## config.mk

```make
export PLATFORM = sky130hd
export DESIGN_NAME = pc_sequencer
export DESIGN_NICKNAME = d
export VERILOG_FILES = /design/src/rtl/pc_pkg.sv /design/src/rtl/pc_redirect_arb.sv /design/src/rtl/pc_sequencer.sv
export SDC_FILE = /design/constraint.sdc
export NUM_CORES = 1
export LEC_CHECK = 0
export BUFFER_PORTS_ARGS = -buffer_cell sky130_fd_sc_hd__buf_2
export CAP_MARGIN = 10
export CELL_PAD_IN_SITES_DETAIL_PLACEMENT = 2
export CELL_PAD_IN_SITES_GLOBAL_PLACEMENT = 2
export CORE_ASPECT_RATIO = 1.5
export CORE_MARGIN = 2
export CORE_UTILIZATION = 26
export CTS_BUF_LIST = sky130_fd_sc_hd__clkbuf_16
export DETAILED_ROUTE_END_ITERATION = 16
export GPL_TIMING_DRIVEN = 0
export HOLD_SLACK_MARGIN = 0.05
export PLACE_DENSITY = 0.95
export SETUP_SLACK_MARGIN = 0.4
export SYNTH_ARGS = -nofsm -noshare
export SYNTH_HDL_FRONTEND = slang
export SYNTH_SLANG_ARGS = --single-unit
```

## constraint.sdc

```tcl
create_clock -name clk -period 5.9 [get_ports clk]
set_input_delay 1.77 -clock clk [delete_from_list [all_inputs] [get_ports clk]]
set_output_delay 1.77 -clock clk [all_outputs]
set_load 0.01 [all_outputs]
```

## src/rtl/pc_pkg.sv

```systemverilog
// Shared encodings for the next-PC sequencer: redirect sources, FSM states,
// and the sequential fetch stride.
package pc_pkg;
  localparam logic [2:0] SRC_SEQ    = 3'd0;
  localparam logic [2:0] SRC_JUMP   = 3'd1;
  localparam logic [2:0] SRC_BRANCH = 3'd2;
  localparam logic [2:0] SRC_ERET   = 3'd3;
  localparam logic [2:0] SRC_EXC    = 3'd4;

  localparam int unsigned INSTR_BYTES = 4;

  typedef enum logic [1:0] {BOOT, RUN, STALL, FLUSH} pcState_t;

  function automatic logic [31:0] alignWord(input logic [31:0] addr);
    return {addr[31:2], 2'b00};
  endfunction
endpackage

```

## src/rtl/pc_redirect_arb.sv

```systemverilog
// Combinational priority select among redirect requesters:
// exception > eret > branch > jump. Losers are dropped, never queued.
module pc_redirect_arb
  import pc_pkg::*;
#(
  parameter logic [31:0] EXC_VEC = 32'h8000_0180
) (
  input  logic        exception,
  input  logic        eret,
  input  logic        branch,
  input  logic        jump,
  input  logic [31:0] epc,
  input  logic [31:0] branchTarget,
  input  logic [31:0] jumpTarget,
  output logic        take,
  output logic [31:0] target,
  output logic [2:0]  src,
  output logic        misalignRaw
);
  always_comb begin
    take        = 1'b0;
    target      = '0;
    src         = SRC_SEQ;
    misalignRaw = 1'b0;
    if (exception) begin
      take   = 1'b1;
      target = EXC_VEC;
      src    = SRC_EXC;
    end else if (eret) begin
      take        = 1'b1;
      target      = alignWord(epc);
      src         = SRC_ERET;
      misalignRaw = |epc[1:0];
    end else if (branch) begin
      take        = 1'b1;
      target      = alignWord(branchTarget);
      src         = SRC_BRANCH;
      misalignRaw = |branchTarget[1:0];
    end else if (jump) begin
      take        = 1'b1;
      target      = alignWord(jumpTarget);
      src         = SRC_JUMP;
      misalignRaw = |jumpTarget[1:0];
    end
  end
endmodule

```

## src/rtl/pc_sequencer.sv

```systemverilog
// Next-PC controller: owns the fetch PC register, the BOOT/RUN/STALL/FLUSH
// FSM and the flush counter that kills wrong-path instructions after a redirect.
module pc_sequencer
  import pc_pkg::*;
#(
  parameter logic [31:0] RESET_VEC    = 32'h0000_0000,
  parameter logic [31:0] EXC_VEC      = 32'h8000_0180,
  parameter int          FLUSH_CYCLES = 2
) (
  input  logic        clk,
  input  logic        reset,
  input  logic        stall,
  input  logic        jump,
  input  logic [31:0] jump_target,
  input  logic        branch,
  input  logic [31:0] branch_target,
  input  logic        eret,
  input  logic [31:0] epc,
  input  logic        exception,
  output logic [31:0] pc_out,
  output logic        pc_valid,
  output logic        flush,
  output logic [2:0]  redirect_src,
  output logic        misalign
);
  localparam logic [2:0] FLUSH_LOAD = 3'(FLUSH_CYCLES);

  pcState_t    state, stateNxt;
  logic [31:0] pcReg, pcNxt;
  logic [2:0]  srcReg, srcNxt;
  logic        misReg, misNxt;
  logic [2:0]  flushCnt, flushCntNxt;

  logic        take;
  logic [31:0] target;
  logic [2:0]  src;
  logic        misalignRaw;

  pc_redirect_arb #(.EXC_VEC(EXC_VEC)) uArb (
    .exception    (exception),
    .eret         (eret),
    .branch       (branch),
    .jump         (jump),
    .epc          (epc),
    .branchTarget (branch_target),
    .jumpTarget   (jump_target),
    .take         (take),
    .target       (target),
    .src          (src),
    .misalignRaw  (misalignRaw)
  );

  always_ff @(posedge clk) begin
    if (reset) begin
      state    <= BOOT;
      pcReg    <= RESET_VEC;
      srcReg   <= SRC_SEQ;
      misReg   <= 1'b0;
      flushCnt <= '0;
    end else begin
      state    <= stateNxt;
      pcReg    <= pcNxt;
      srcReg   <= srcNxt;
      misReg   <= misNxt;
      flushCnt <= flushCntNxt;
    end
  end

  // The flush counter runs down even while stalled, so the flush window is
  // always exactly FLUSH_CYCLES long regardless of stall activity.
  always_comb begin
    stateNxt    = state;
    pcNxt       = pcReg;
    srcNxt      = srcReg;
    misNxt      = 1'b0;
    flushCntNxt = (flushCnt != 3'd0) ? flushCnt - 3'd1 : 3'd0;
    if (state == BOOT) begin
      // Requests are ignored until the first valid fetch of RESET_VEC issues.
      stateNxt = RUN;
    end else if (take) begin
      pcNxt       = target;
      srcNxt      = src;
      misNxt      = misalignRaw;
      flushCntNxt = FLUSH_LOAD;
      stateNxt    = FLUSH;
    end else if (stall) begin
      stateNxt = (flushCntNxt != 3'd0) ? FLUSH : STALL;
    end else begin
      pcNxt    = pcReg + 32'(INSTR_BYTES);
      srcNxt   = SRC_SEQ;
      stateNxt = (flushCntNxt != 3'd0) ? FLUSH : RUN;
    end
  end

  assign pc_out       = pcReg;
  assign pc_valid     = (state != BOOT);
  assign flush        = (flushCnt != 3'd0);
  assign redirect_src = srcReg;
  assign misalign     = misReg;
endmodule

```

# [After elaboration in Yosys (flattened, before gate mapping)]
# Cells that the tools add are included.
[op_classes] addsub=2 n_eq_ne=1 mux=27 bitwise=2 reduce_logical=10
[ops] op="two-way mux 32 bit" count=6
[ops] op="adder 32 x 3 -> 32 bit (second input constant)" count=1
[ops] op="two-way mux 3 bit" count=8
[ops] op="two-way mux 1 bit" count=10
[ops] op="OR reduction 2 bit" count=4
[ops] op="two-way mux 2 bit" count=3
[ops] op="nonzero test 3 bit" count=2
[ops] op="OR reduction 4 bit" count=1
[ops] op="subtractor 3 x 1 -> 3 bit (second input constant)" count=1
[ops] op="zero test 2 bit" count=1
[ops] op="!= test 2 x 1 -> 1 bit (second input constant)" count=1
[ops] op="inverter 1 bit" count=2
[ops] op="AND reduction 2 bit" count=1
[ops] op="nonzero test 2 bit" count=1
[totals] ff_bits=41 input_bits=103 out_inout_bits=38

# [Longest topological paths before layout]
[depth] word_depth=7 ltp_mapped=8 ltp_nobuf=6

# [By module]
# From an unflattened synthesis, not the netlist that was laid out.
[hier_totals] cells_unflattened=446 area_unflattened_um2=3618.5
[modules_own_cells] module="pc_sequencer" n_inst=1 cells_per_inst=321 area_per_inst_um2=2514.9
[modules_own_cells] module="pc_redirect_arb" n_inst=1 cells_per_inst=125 area_per_inst_um2=1103.6

# [Worst setup path after synthesis]
# OpenSTA, ideal clock, no wires.
[synth_timing] path_kind="input port to flip-flop" start="in branch" end="reg pcReg[28], in the netlist pc_out[28]" arrival_ps=3034 t_required_ps=5768 path_slack_ps=2734 stages=7 n_path_buf=2 path_cell_list="buf_2 -> nor4_4 -> a21o_1 -> buf_2 -> nor2_1 -> a221oi_1 -> a31oi_1"
[synth_via] elab_chain_len=5 elab_cells_between_ends=9
[synth_rtl] item="from (decl)" line_no="pc_sequencer.sv:15" text="input logic branch,"
[synth_rtl] item="two-way mux 1 bit" line_no="pc_redirect_arb.sv:34" text="end else if (branch) begin"
[synth_rtl] item="two-way mux 1 bit" line_no="pc_redirect_arb.sv:29" text="end else if (eret) begin"
[synth_rtl] item="two-way mux 1 bit" line_no="pc_redirect_arb.sv:25" text="if (exception) begin"
[synth_rtl] item="!= test 2 x 1 -> 1 bit (no line)"
[synth_rtl] item="AND reduction 2 bit (no line)"
[synth_rtl] item="to (signal assigned)" line_no="pc_sequencer.sv:62" text="pcReg <= pcNxt;"
[synth_rtl] item="to (decl)" line_no="pc_sequencer.sv:29" text="logic [31:0] pcReg, pcNxt;"
# Several ways; a longest one is shown, not always the timed one.
# A chain may end at the register's enable or synchronous reset.

# [Worst setup path in the final report]
[layout_timing] start="in branch" end="reg pcReg[21], in the netlist pc_out[21]"
# Same word-level chain as after synthesis.

==> metrics.md <==
| Metric | Value |
|---|---|
| RR Startpoint | `pc_out[2]` |
| Number of library cell types mapped by synthesis | `54` |
| Crit Path Category | `primary input to flop` |
| Worst hold stages | `1` |
| Via density | `about 6` |
| IO Pins | `141` |
| Cells after synthesis | `approximately 390` |
| Critical path arrival | `slightly below 4000 ps` |
| Port Buffers | `136` |
| Clock root buffer | `clkbuf_16` |
| Combinational power share | `between 20% and 30%` |
| Fillcell total | `~1300` |
| Hold-critical path endpoint | `flushCnt[0]` |
| Final wirelength | `around 17 mm` |
| First-pass GRT wire length | `approximately 26 mm` |
| Area contributors post-synth | `dfxtp_1 (28%), o21ai_0 (5.8%), a221o_1 (4.9%), nor2_1 (4.2%), o211ai_1 (4.2%)` |
| Worst r2r dst | `pc_out[16]` |
| Post-synth EDFFs | `0` |
| Max-cap violations | `0` |
| Setup-failing EPs final | `0` |
| Largest net degree at the start of global routing | `13` |
| CORE AREA | `10590 um^2` |
| Layout Skew | `slightly below 7 ps` |
| Clk_lat worst skew | `between 200 and 300 ps` |
| CP required | `6110 ps` |
| Global route total overflow | `0` |
| Std cell rows | `46` |
| Yosys Warn Count | `0` |
| Reg power frac | `~39%` |
| Normalized max-slew margin | `between 50 and 60%` |
| TritonCTS Sinks | `39` |
| Biggest area consumer among synthesized cells | `dfxtp_1` |
| FF/Latch Area | `between 700 and 800 um^2` |
| Internal power | `between 0.5 and 0.6 mW` |
| Remaining DRCs | `2` |
| Initial Util | `26.80%` |
| Routed Antenna Nets | `0` |
| Footprint of the multi-input gates | `roughly 1900 um^2` |
| PwrDens | `slightly above 200 nW/um^2` |
| Hold path startpoint | `flushCnt[0]` |
| Sw frac | `~34%` |
| Post-CTS Hold Fix Bufs | `0` |
| Minimum clock period | `between 3000 and 4000 ps` |
| Maximum buffer depth of the clock tree | `2` |
| Yosys reg bits | `39` |
| Async SR Flop Fraction | `0%` |
| H-Tree Depth | `2` |
| Avg WL per Cell | `approximately 25 um` |
| CTS Buf Count | `5` |
| Final hold vios | `0` |
| Syn_area_per_cell | `~7.4 um^2` |
| Fmax | `roughly 270 MHz` |
| Gr usage total | `between 20% and 30%` |
| R2r setup slk | `between 3000 and 4000 ps` |
| Nets | `634` |
| Dpl hpwl | `about 13 mm` |
| Switching power | `between 0.2 and 0.3 mW` |
| Max incr delay on CP | `~650 ps` |
| Clk pin slew, worst setup/hold paths | `around 70 ps` |
| Depth of the worst register-to-register path | `5` |
| Max Slew Vio Count | `0` |
| Layout area overhead | `35.54%` |
| Synth top area share | `around 28%` |
| Fin Setup TNS | `0 ps` |
| Slew @ Worst Pin | `slightly above 700 ps` |
| Final Instance Area | `just under 4000 um^2` |
| Vias | `4154` |
| CTS tree | `done` |
| Leak pwr | `approximately 1.6 nW` |
| Antenna violations before repair | `1` |
| Max Fanout on Critical Path | `10` |
| Primary FF master, synth | `dfxtp_1` |
| Violations in the final reports | `design-rule violations` |
| CP cell instances | `buf_2 -> nor4_4 -> a21oi_1 -> clkbuf_1 -> nand2_1 -> o311ai_0 -> a31oi_1` |
| DP Area | `3702 um^2` |
| Status | `finished, violations left` |
| Setup Buffers After CTS | `0` |
| Die height | `132.0 um` |
| Layout cell share with drive strength beyond 1 | `30.32%` |
| Post-CTS Resized | `0` |
| Post-Synthesis Cell Area | `between 2000 and 3000 um^2` |
| Drt pass-1 iters | `12` |
| Placer Congestion | `roughly 0.91` |
| Die Width | `about 90 um` |
| DRT iter0 DRCs | `315` |
| Register area share after synthesis | `between 20% and 30%` |
| Tcrit/Tclk final | `between 60% and 70%` |
| Number of global-route vias before repair | `between 4000 and 5000` |
| Slowest-stage cell, CP | `nor4_4` |
| Total die area | `approximately 12000 um^2` |
| Clock power share | `between 30% and 40%` |
| Crit. End Element | `flop` |
| RSZ-0062 raised after global routing | `no` |
| Worst VDD drop | `0.1305 mV` |
| Hold/Removal Path Class | `flop to flop` |
| Critical Path Source Type | `primary input` |
[logic make-up after synthesis]
family,count (synthesis),synth area share (%)
simple gates,136,24.78
fa+ha+maj,1,0.4408
compound gates,159,39.15
xor+xnor,2,0.6174
flops,39,27.51
other cells,1,0.1321
buf+inv,48,7.363
[area by class of cell]
cell class / count / area share, %
antenna: 1 / 0.06506
buffer: 36 / 4.262
clock buffer: 5 / 3.253
clock inverter: 3 / 0.4229
inverter: 12 / 1.171
multi-input combinational: 300 / 48.15
sequential: 39 / 20.30
tap: 144 / 4.684
timing repair buffer: 136 / 17.70
[flip-flops by register name (all words and copies together) (netlist names)]
name	cells
misalign	1
redirect_src	3
flushCnt	3
state	2
pc_out	30
[through the flow]
step	total power [mW]	std cells	utilization (%)	hold WS [ps]	setup slack, ps
floorplan	0.3958	387	-	443.2	2734
global placement	0.4875	667	34.96	460.3	2042
detailed placement	0.4982	667	34.96	471.9	1928
CTS	0.7707	675	36.29	488.9	2201
global route	0.7969	676	36.32	514.3	2109
finish	0.7751	676	36.32	483.0	2151
[critical path, delay by kind of cell]
kind | cells | cell delay (ps)
simple gates | 2 | 970
compound gates | 3 | 710
buf+inv | 2 | 500
[power groups by stage]
| stage | clock (mW) | sequential, mW | combinational (mW) |
|---|---|---|---|
| global placement | 0 | 0.304 | 0.184 |
| CTS | 0.275 | 0.300 | 0.196 |
| finish | 0.275 | 0.301 | 0.199 |
| global route | 0.281 | 0.303 | 0.213 |
| detailed placement | 0 | 0.306 | 0.193 |
| floorplan | 0 | 0.306 | 0.0900 |
[synthesized netlist by cell type, types with 2 or more instances]
cell       number
xnor2_1         2
nor2_1         32
o31ai_1         3
clkbuf_1       23
and2_1          4
nor3_1         18
o21ai_0        33
dfxtp_1        39
nor4b_1         3
inv_1          11
o41ai_1         3
o32ai_1         3
o2111ai_1       5
o211ai_1       16
a32oi_1         4
o21a_1          2
nand3_1        11
nand4_1        12
a41oi_1         2
a22oi_1        14
nand2_1        31
a221o_1        14
nor4_1          6
buf_4           5
a21oi_1        23
o21ai_1         2
a311oi_1        3
and3_1          4
a31oi_1        15
buf_2           8
or3_1           3
and4_1          3
a32o_1          3
a211oi_1        2
a221oi_1        5
[worst max-delay path by stage]
stage           start          to  slack (ps)  cells after the start
3_5_place_dp   branch  pc_out[21]        1930                      7
2_1_floorplan  branch  pc_out[28]        2730                      7
4_1_cts        branch  pc_out[21]        2200                      7
5_1_grt        branch  pc_out[21]        2110                      7
6_report       branch  pc_out[21]        2150                      7
3_3_place_gp   branch  pc_out[21]        2040                      7
[placed cells by master (no fill, tap or decap), types with 11 or more instances in the layout]
cell type	netlist	final
a22oi_1	14	14
a221o_1	14	14
inv_1	11	12
nand4_1	12	12
buf_2	8	144
clkbuf_1	23	23
a31oi_1	15	15
nand2_1	31	31
o211ai_1	16	16
dfxtp_1	39	39
a21oi_1	23	23
o21ai_0	33	33
nor2_1	32	32
nand3_1	11	11
nor3_1	18	18
[routing by layer]
layer / vias up / track usage (%) / share of wire (%) / routed length (um)
met5: - / 0 / 0 / 0
met4: 0 / 15.09 / 5.4 / 920
met3: 62 / 5.009 / 6.5 / 1105
met2: 224 / 49.38 / 52 / 8798
met1: 2057 / 31.67 / 36 / 6118
li1: 1811 / - / - / -
Power figures use the tool's default switching activity.
